### config.mk
export PLATFORM = sky130hd
export DESIGN_NAME = mul_seq
export DESIGN_NICKNAME = d
export VERILOG_FILES = /design/src/rtl/mul_seq.sv
export SDC_FILE = /design/constraint.sdc
export NUM_CORES = 1
export LEC_CHECK = 0
export BUFFER_PORTS_ARGS = -buffer_cell sky130_fd_sc_hd__buf_2
export CAP_MARGIN = 10
export CORE_ASPECT_RATIO = 1.25
export CORE_UTILIZATION = 60
export DETAILED_ROUTE_END_ITERATION = 8
export GPL_TIMING_DRIVEN = 1
export PLACE_DENSITY_LB_ADDON = 0.2
export SLEW_MARGIN = 20
export SYNTH_ARGS = -nofsm -noshare
export SYNTH_HDL_FRONTEND = slang
export SYNTH_SLANG_ARGS = --single-unit
### constraint.sdc
create_clock -name clk -period 28.3 [get_ports clk]
set_input_delay 1.415 -clock clk [delete_from_list [all_inputs] [get_ports clk]]
set_output_delay 1.415 -clock clk [all_outputs]
set_load 0.03 [all_outputs]
### src/rtl/mul_seq.sv
// Sequential 32x32->64 shift-add multiplier (MULT/MULTU) built around a single
// ripple-carry adder, with two subtract passes that fix up signed operands.

module rca32 (
  input  logic [31:0] a,
  input  logic [31:0] b,
  input  logic        cin,
  output logic [31:0] sum,
  output logic        cout
);

  // Returns {carry_out, sum} of a one-bit full adder.
  function automatic logic [1:0] full_add(input logic x, input logic y, input logic c);
    full_add = {(x & y) | (x & c) | (y & c), x ^ y ^ c};
  endfunction

  logic [32:0] carry_s;

  assign carry_s[0] = cin;

  for (genvar i = 0; i < 32; i++) begin : g_bit
    assign {carry_s[i+1], sum[i]} = full_add(a[i], b[i], carry_s[i]);
  end

  assign cout = carry_s[32];

endmodule

module mul_seq #(
  parameter bit SIGNED_EN = 1'b1
) (
  input  logic        clk,
  input  logic        rst_n,
  input  logic        start,
  input  logic        sgn,
  input  logic [31:0] op_a,
  input  logic [31:0] op_b,
  input  logic        flush,
  output logic        busy,
  output logic        done,
  output logic [31:0] hi,
  output logic [31:0] lo
);

  typedef enum logic [2:0] {
    ST_IDLE   = 3'd0,
    ST_CALC   = 3'd1,
    ST_CORR_A = 3'd2,
    ST_CORR_B = 3'd3,
    ST_DONE   = 3'd4
  } state_t;

  state_t      state_r;
  logic [31:0] m_r;
  logic [31:0] b_orig_r;
  logic [31:0] w_hi_r;
  logic [31:0] w_lo_r;
  logic [4:0]  cnt_r;
  logic        mode_r;
  logic        busy_r;
  logic        done_r;
  logic [31:0] hi_r;
  logic [31:0] lo_r;

  logic [31:0] add_a_s;
  logic [31:0] add_b_s;
  logic        add_cin_s;
  logic [31:0] add_sum_s;
  logic        add_cout_s;
  logic [31:0] iter_hi_s;
  logic [31:0] iter_lo_s;
  logic        corr_en_s;
  logic [31:0] corr_hi_s;

  rca32 u_add (
    .a    (add_a_s),
    .b    (add_b_s),
    .cin  (add_cin_s),
    .sum  (add_sum_s),
    .cout (add_cout_s)
  );

  // Adder operand steering: accumulate in CALC, subtract B_orig / M in the corrections.
  always_comb begin
    add_a_s   = w_hi_r;
    add_b_s   = 32'd0;
    add_cin_s = 1'b0;
    case (state_r)
      ST_CALC: begin
        add_b_s   = w_lo_r[0] ? m_r : 32'd0;
        add_cin_s = 1'b0;
      end
      ST_CORR_A: begin
        add_b_s   = ~b_orig_r;
        add_cin_s = 1'b1;
      end
      ST_CORR_B: begin
        add_b_s   = ~m_r;
        add_cin_s = 1'b1;
      end
      default: begin
        add_b_s   = 32'd0;
        add_cin_s = 1'b0;
      end
    endcase
  end

  // One shift-add step: {cout,sum,W_lo} shifted right by one bit.
  always_comb begin
    iter_hi_s = {add_cout_s, add_sum_s[31:1]};
    iter_lo_s = {add_sum_s[0], w_lo_r[31:1]};
  end

  // Correction subtract applies only when the matching operand is negative.
  always_comb begin
    corr_en_s = (state_r == ST_CORR_A) ? m_r[31] : b_orig_r[31];
    corr_hi_s = corr_en_s ? add_sum_s : w_hi_r;
  end

  // Control FSM, datapath registers and registered result outputs.
  always_ff @(posedge clk or negedge rst_n) begin
    if (!rst_n) begin
      state_r  <= ST_IDLE;
      m_r      <= 32'd0;
      b_orig_r <= 32'd0;
      w_hi_r   <= 32'd0;
      w_lo_r   <= 32'd0;
      cnt_r    <= 5'd0;
      mode_r   <= 1'b0;
      busy_r   <= 1'b0;
      done_r   <= 1'b0;
      hi_r     <= 32'd0;
      lo_r     <= 32'd0;
    end else begin
      case (state_r)
        ST_IDLE: begin
          done_r <= 1'b0;
          if (flush) begin
            busy_r <= 1'b0;
          end else if (start) begin
            m_r      <= op_a;
            b_orig_r <= op_b;
            w_hi_r   <= 32'd0;
            w_lo_r   <= op_b;
            cnt_r    <= 5'd0;
            mode_r   <= sgn & SIGNED_EN;
            busy_r   <= 1'b1;
            state_r  <= ST_CALC;
          end else begin
            busy_r <= 1'b0;
          end
        end
        ST_CALC: begin
          if (flush) begin
            busy_r  <= 1'b0;
            state_r <= ST_IDLE;
          end else begin
            w_hi_r <= iter_hi_s;
            w_lo_r <= iter_lo_s;
            cnt_r  <= cnt_r + 5'd1;
            if (cnt_r == 5'd31) begin
              if (mode_r) begin
                state_r <= ST_CORR_A;
              end else begin
                hi_r    <= iter_hi_s;
                lo_r    <= iter_lo_s;
                done_r  <= 1'b1;
                busy_r  <= 1'b0;
                state_r <= ST_DONE;
              end
            end
          end
        end
        ST_CORR_A: begin
          if (flush) begin
            busy_r  <= 1'b0;
            state_r <= ST_IDLE;
          end else begin
            w_hi_r  <= corr_hi_s;
            state_r <= ST_CORR_B;
          end
        end
        ST_CORR_B: begin
          if (flush) begin
            busy_r  <= 1'b0;
            state_r <= ST_IDLE;
          end else begin
            w_hi_r  <= corr_hi_s;
            hi_r    <= corr_hi_s;
            lo_r    <= w_lo_r;
            done_r  <= 1'b1;
            busy_r  <= 1'b0;
            state_r <= ST_DONE;
          end
        end
        ST_DONE: begin
          done_r  <= 1'b0;
          busy_r  <= 1'b0;
          state_r <= ST_IDLE;
        end
        default: begin
          done_r  <= 1'b0;
          busy_r  <= 1'b0;
          state_r <= ST_IDLE;
        end
      endcase
    end
  end

  assign busy = busy_r;
  assign done = done_r;
  assign hi   = hi_r;
  assign lo   = lo_r;

endmodule
==> run summary <==
Starting DRT DRC Count - 706
Sum Neg Setup Slack - 0 ns
slowest cell on the critical path - dfrtp_1
first-pass GRT wire length - 43,000 µm
FP Rows - 54
Final period util - 0.582
sequential share of power - 0.469
fmax - 0.0607 GHz
cts repair resizes - 0
Static Leak - 5.09 nW
Area contributors post-synth - dfrtp_1 47%, fa_1 5.9%, nand2_1 5.7%
Via Count - 8,533
worst reg2reg path depth - 38
Slew Viols, Final - 0
vias in the first global route - 8,291
GR Util met3 - 0.0385
Setup Buffers After CTS - 0
busiest grt layer - met2
Finished Core Util - 0.697
status - finished, final reports clean
most used cell, CP - fa_1
asr flop ratio synth - 1.00
Post-DP HPWL - 16,200 µm
Worst Tran Pin Value - 1.14 ns
max incr delay on CP - 0.56 ns
final hold vios - 0
Yosys warnings - 0
router iterations before antenna repair - 5
Primary FF master, synth - dfrtp_1
Clock Power Share - 0.364
Unique masters post-synth - 43
ratio of cells with drive above 1 in the final layout - 0.222
# setup viols final - 0
routability congestion estimate from global placement - 0.804
CTS Root Cell - clkbuf_16
switching power - 0.220 mW
Die Y - 153 µm
Global Route met2 Usage - 0.444
largest area contributor in the synthesized netlist - dfrtp_1
Hold-fix buffers, CTS - 0
GR Layer Usage met1 - 0.432
CP Class - reg -> reg
Worst EP arrival - 16.88 ns
max_cap viols - 0
RR Startpoint - state_r[1]
Hold Crit Class - reg -> reg
register area share after synthesis - 0.467
switching share of power - 0.287
CP bufs+invs - 1
initial antenna violation count - 2
CP endpoint - hi[31]
largest net degree at the start of global routing - 97
core area - 17,600 µm²
WL final - 25,800 µm
RR Endpoint - hi[31]
fin nets - 1,267
final hold slack - 0.472 ns
CTS tree - done
cell with the most instances after synthesis - dfrtp_1
Post-synth EDFFs - 0
Max VDD drop - 57.8 µV
Max-slew headroom - 0.237
Final Skew - 0.0129 ns
crit-path max FO - 96
GRT Overall Usage - 0.289
internal power - 0.548 mW
PwrDens - 62.7 nW/µm²
clk sinks - 203
I/O Buffers - 134
clock latency on the worst-skew pair - 0.50 ns
Clock Tree Buf Depth - 3
Routed Antenna Nets - 0
Mapped Area - 10,900 µm²
Worst Setup Start Kind - register
register-to-register setup slack - 11.82 ns
Post-Synthesis Cells - 1,085
area grow syn2layout - 12.6%
die area - 18,700 µm²
Vias per Instance - 6.09
Layout fillers - 1,367
clock-pin slew on the worst setup and hold paths - 0.07 ns
H-tree levels - 1
# IOs - 135
cts bufs inserted - 21
WL/cell - 18.4 µm
CP Data Required Time - 28.70 ns
Synthesized Nets - 1,188
CP Depth - 38
Avg Cell Area, Syn - 10.0 µm²
RSZ-0062 raised after global routing - false
Comb power frac - 0.167
initial core utilization - 0.619
Yosys top cell area share - 0.467
CP delay by family, top - adder cells
drt drc - 0
Synth top cells by count - 203 x dfrtp_1, 164 x nand2_1, 82 x nor2_1
critical path startpoint - state_r[1]
CP Capture Type - register
Die Width - 122 µm
Tmin final - 16.48 ns
total grt overflow - 0
#FFs+latches synth - 203
per-stage QoR:
step | instance area (µm²) | total power [mW] | setup WS (ns) | instances
detailed placement | 11500 | 0.492 | 11.86 | 1364
global placement | 11500 | 0.487 | 11.91 | 1364
CTS | 12200 | 0.772 | 11.75 | 1400
global route | 12200 | 0.802 | 11.23 | 1402
finish | 12200 | 0.768 | 11.82 | 1402
floorplan | 10900 | 0.449 | 12.73 | 1085
routing by layer:
| layer | vias up | wire [µm] |
|---|---|---|
| met1 | 4180 | 11600 |
| met4 | 2 | 455 |
| li1 | 4036 | - |
| met2 | 279 | 12200 |
| met3 | 36 | 1630 |
| met5 | - | 11 |
worst register-to-register path: cells and delay by family (launching register included):
| family | cells | cell delay (ns) |
|---|---|---|
| compound gates | 4 | 1.01 |
| fa+ha+maj | 32 | 13.93 |
| buf+inv | 1 | 0.40 |
| flops | 1 | 0.56 |
| simple gates | 1 | 0.49 |
state kept, by name (all words and copies together), names as in the netlist:
| name | cells |
|---|---|
| add_a_s | 32 |
| b_orig_r | 32 |
| busy | 1 |
| cnt_r | 5 |
| done | 1 |
| hi | 32 |
| lo | 32 |
| m_r | 32 |
| mode_r | 1 |
| state_r | 3 |
| w_lo_r | 32 |
power groups by stage:
stage	combinational, mW	clock [mW]	sequential (mW)
after floorplan	0.0901	0	0.359
after global placement	0.124	0	0.363
after detailed placement	0.127	0	0.364
after CTS	0.129	0.284	0.360
after global routing	0.143	0.293	0.365
final	0.128	0.279	0.361
kinds of logic (layout without fill, tap and decap cells):
| group | Yosys count | after routing | synth area share |
|---|---|---|---|
| adder cells (fa/ha/maj) | 34 | 34 | 0.0612 |
| AND/OR/NAND/NOR | 360 | 360 | 0.150 |
| AO/OA/AOI/OAI | 275 | 275 | 0.181 |
| multiplexers | 86 | 86 | 0.0898 |
| buffers and inverters | 127 | 219 | 0.0512 |
| other | 0 | 1 | 0 |
| flip-flops | 203 | 203 | 0.467 |
final cells by class:
class | count | area, µm² | area share
Inverter | 35 | 131 | 0.0107
Antenna cell | 1 | 2.50 | 0.000204
Clock buffer | 31 | 613 | 0.0501
Timing Repair Buffer | 148 | 797 | 0.0651
Multi-Input combinational cell | 755 | 5260 | 0.430
Sequential cell | 203 | 5080 | 0.415
Tap cell | 224 | 280 | 0.0229
Clock inverter | 5 | 75.1 | 0.00613
worst min-delay path by stage:
| stage | startpoint | to | slack, ns | depth (start not counted) |
|---|---|---|---|---|
| 2_1_floorplan | cnt_r[4] | cnt_r[4] | 0.46 | 2 |
| 3_3_place_gp | lo[31] | lo[31] | 0.47 | 2 |
| 3_5_place_dp | lo[31] | lo[31] | 0.47 | 2 |
| 4_1_cts | lo[31] | lo[31] | 0.48 | 2 |
| 5_1_grt | lo[31] | lo[31] | 0.51 | 2 |
| 6_report | lo[31] | lo[31] | 0.47 | 2 |
layout by cell type, fill, tap and decap left out, types with 3 or more instances in the layout:
| master | n |
|---|---|
| dfrtp_1 | 201 |
| nand2_1 | 164 |
| buf_2 | 133 |
| nor2_1 | 82 |
| or3_1 | 64 |
| o211ai_1 | 55 |
| o21ai_0 | 47 |
| a21oi_1 | 46 |
| inv_1 | 33 |
| o221ai_1 | 32 |
| o221a_2 | 32 |
| fa_1 | 32 |
| a31oi_1 | 31 |
| mux2_1 | 30 |
| mux2_2 | 27 |
| nand2b_1 | 26 |
| clkbuf_16 | 21 |
| mux2i_1 | 20 |
| buf_4 | 13 |
| nand3_1 | 12 |
| a211oi_1 | 11 |
| a22oi_1 | 11 |
| mux2_4 | 9 |
| clkbuf_8 | 6 |
| clkbuf_1 | 5 |
| clkinv_2 | 3 |
(Power assumes the default switching activity.)
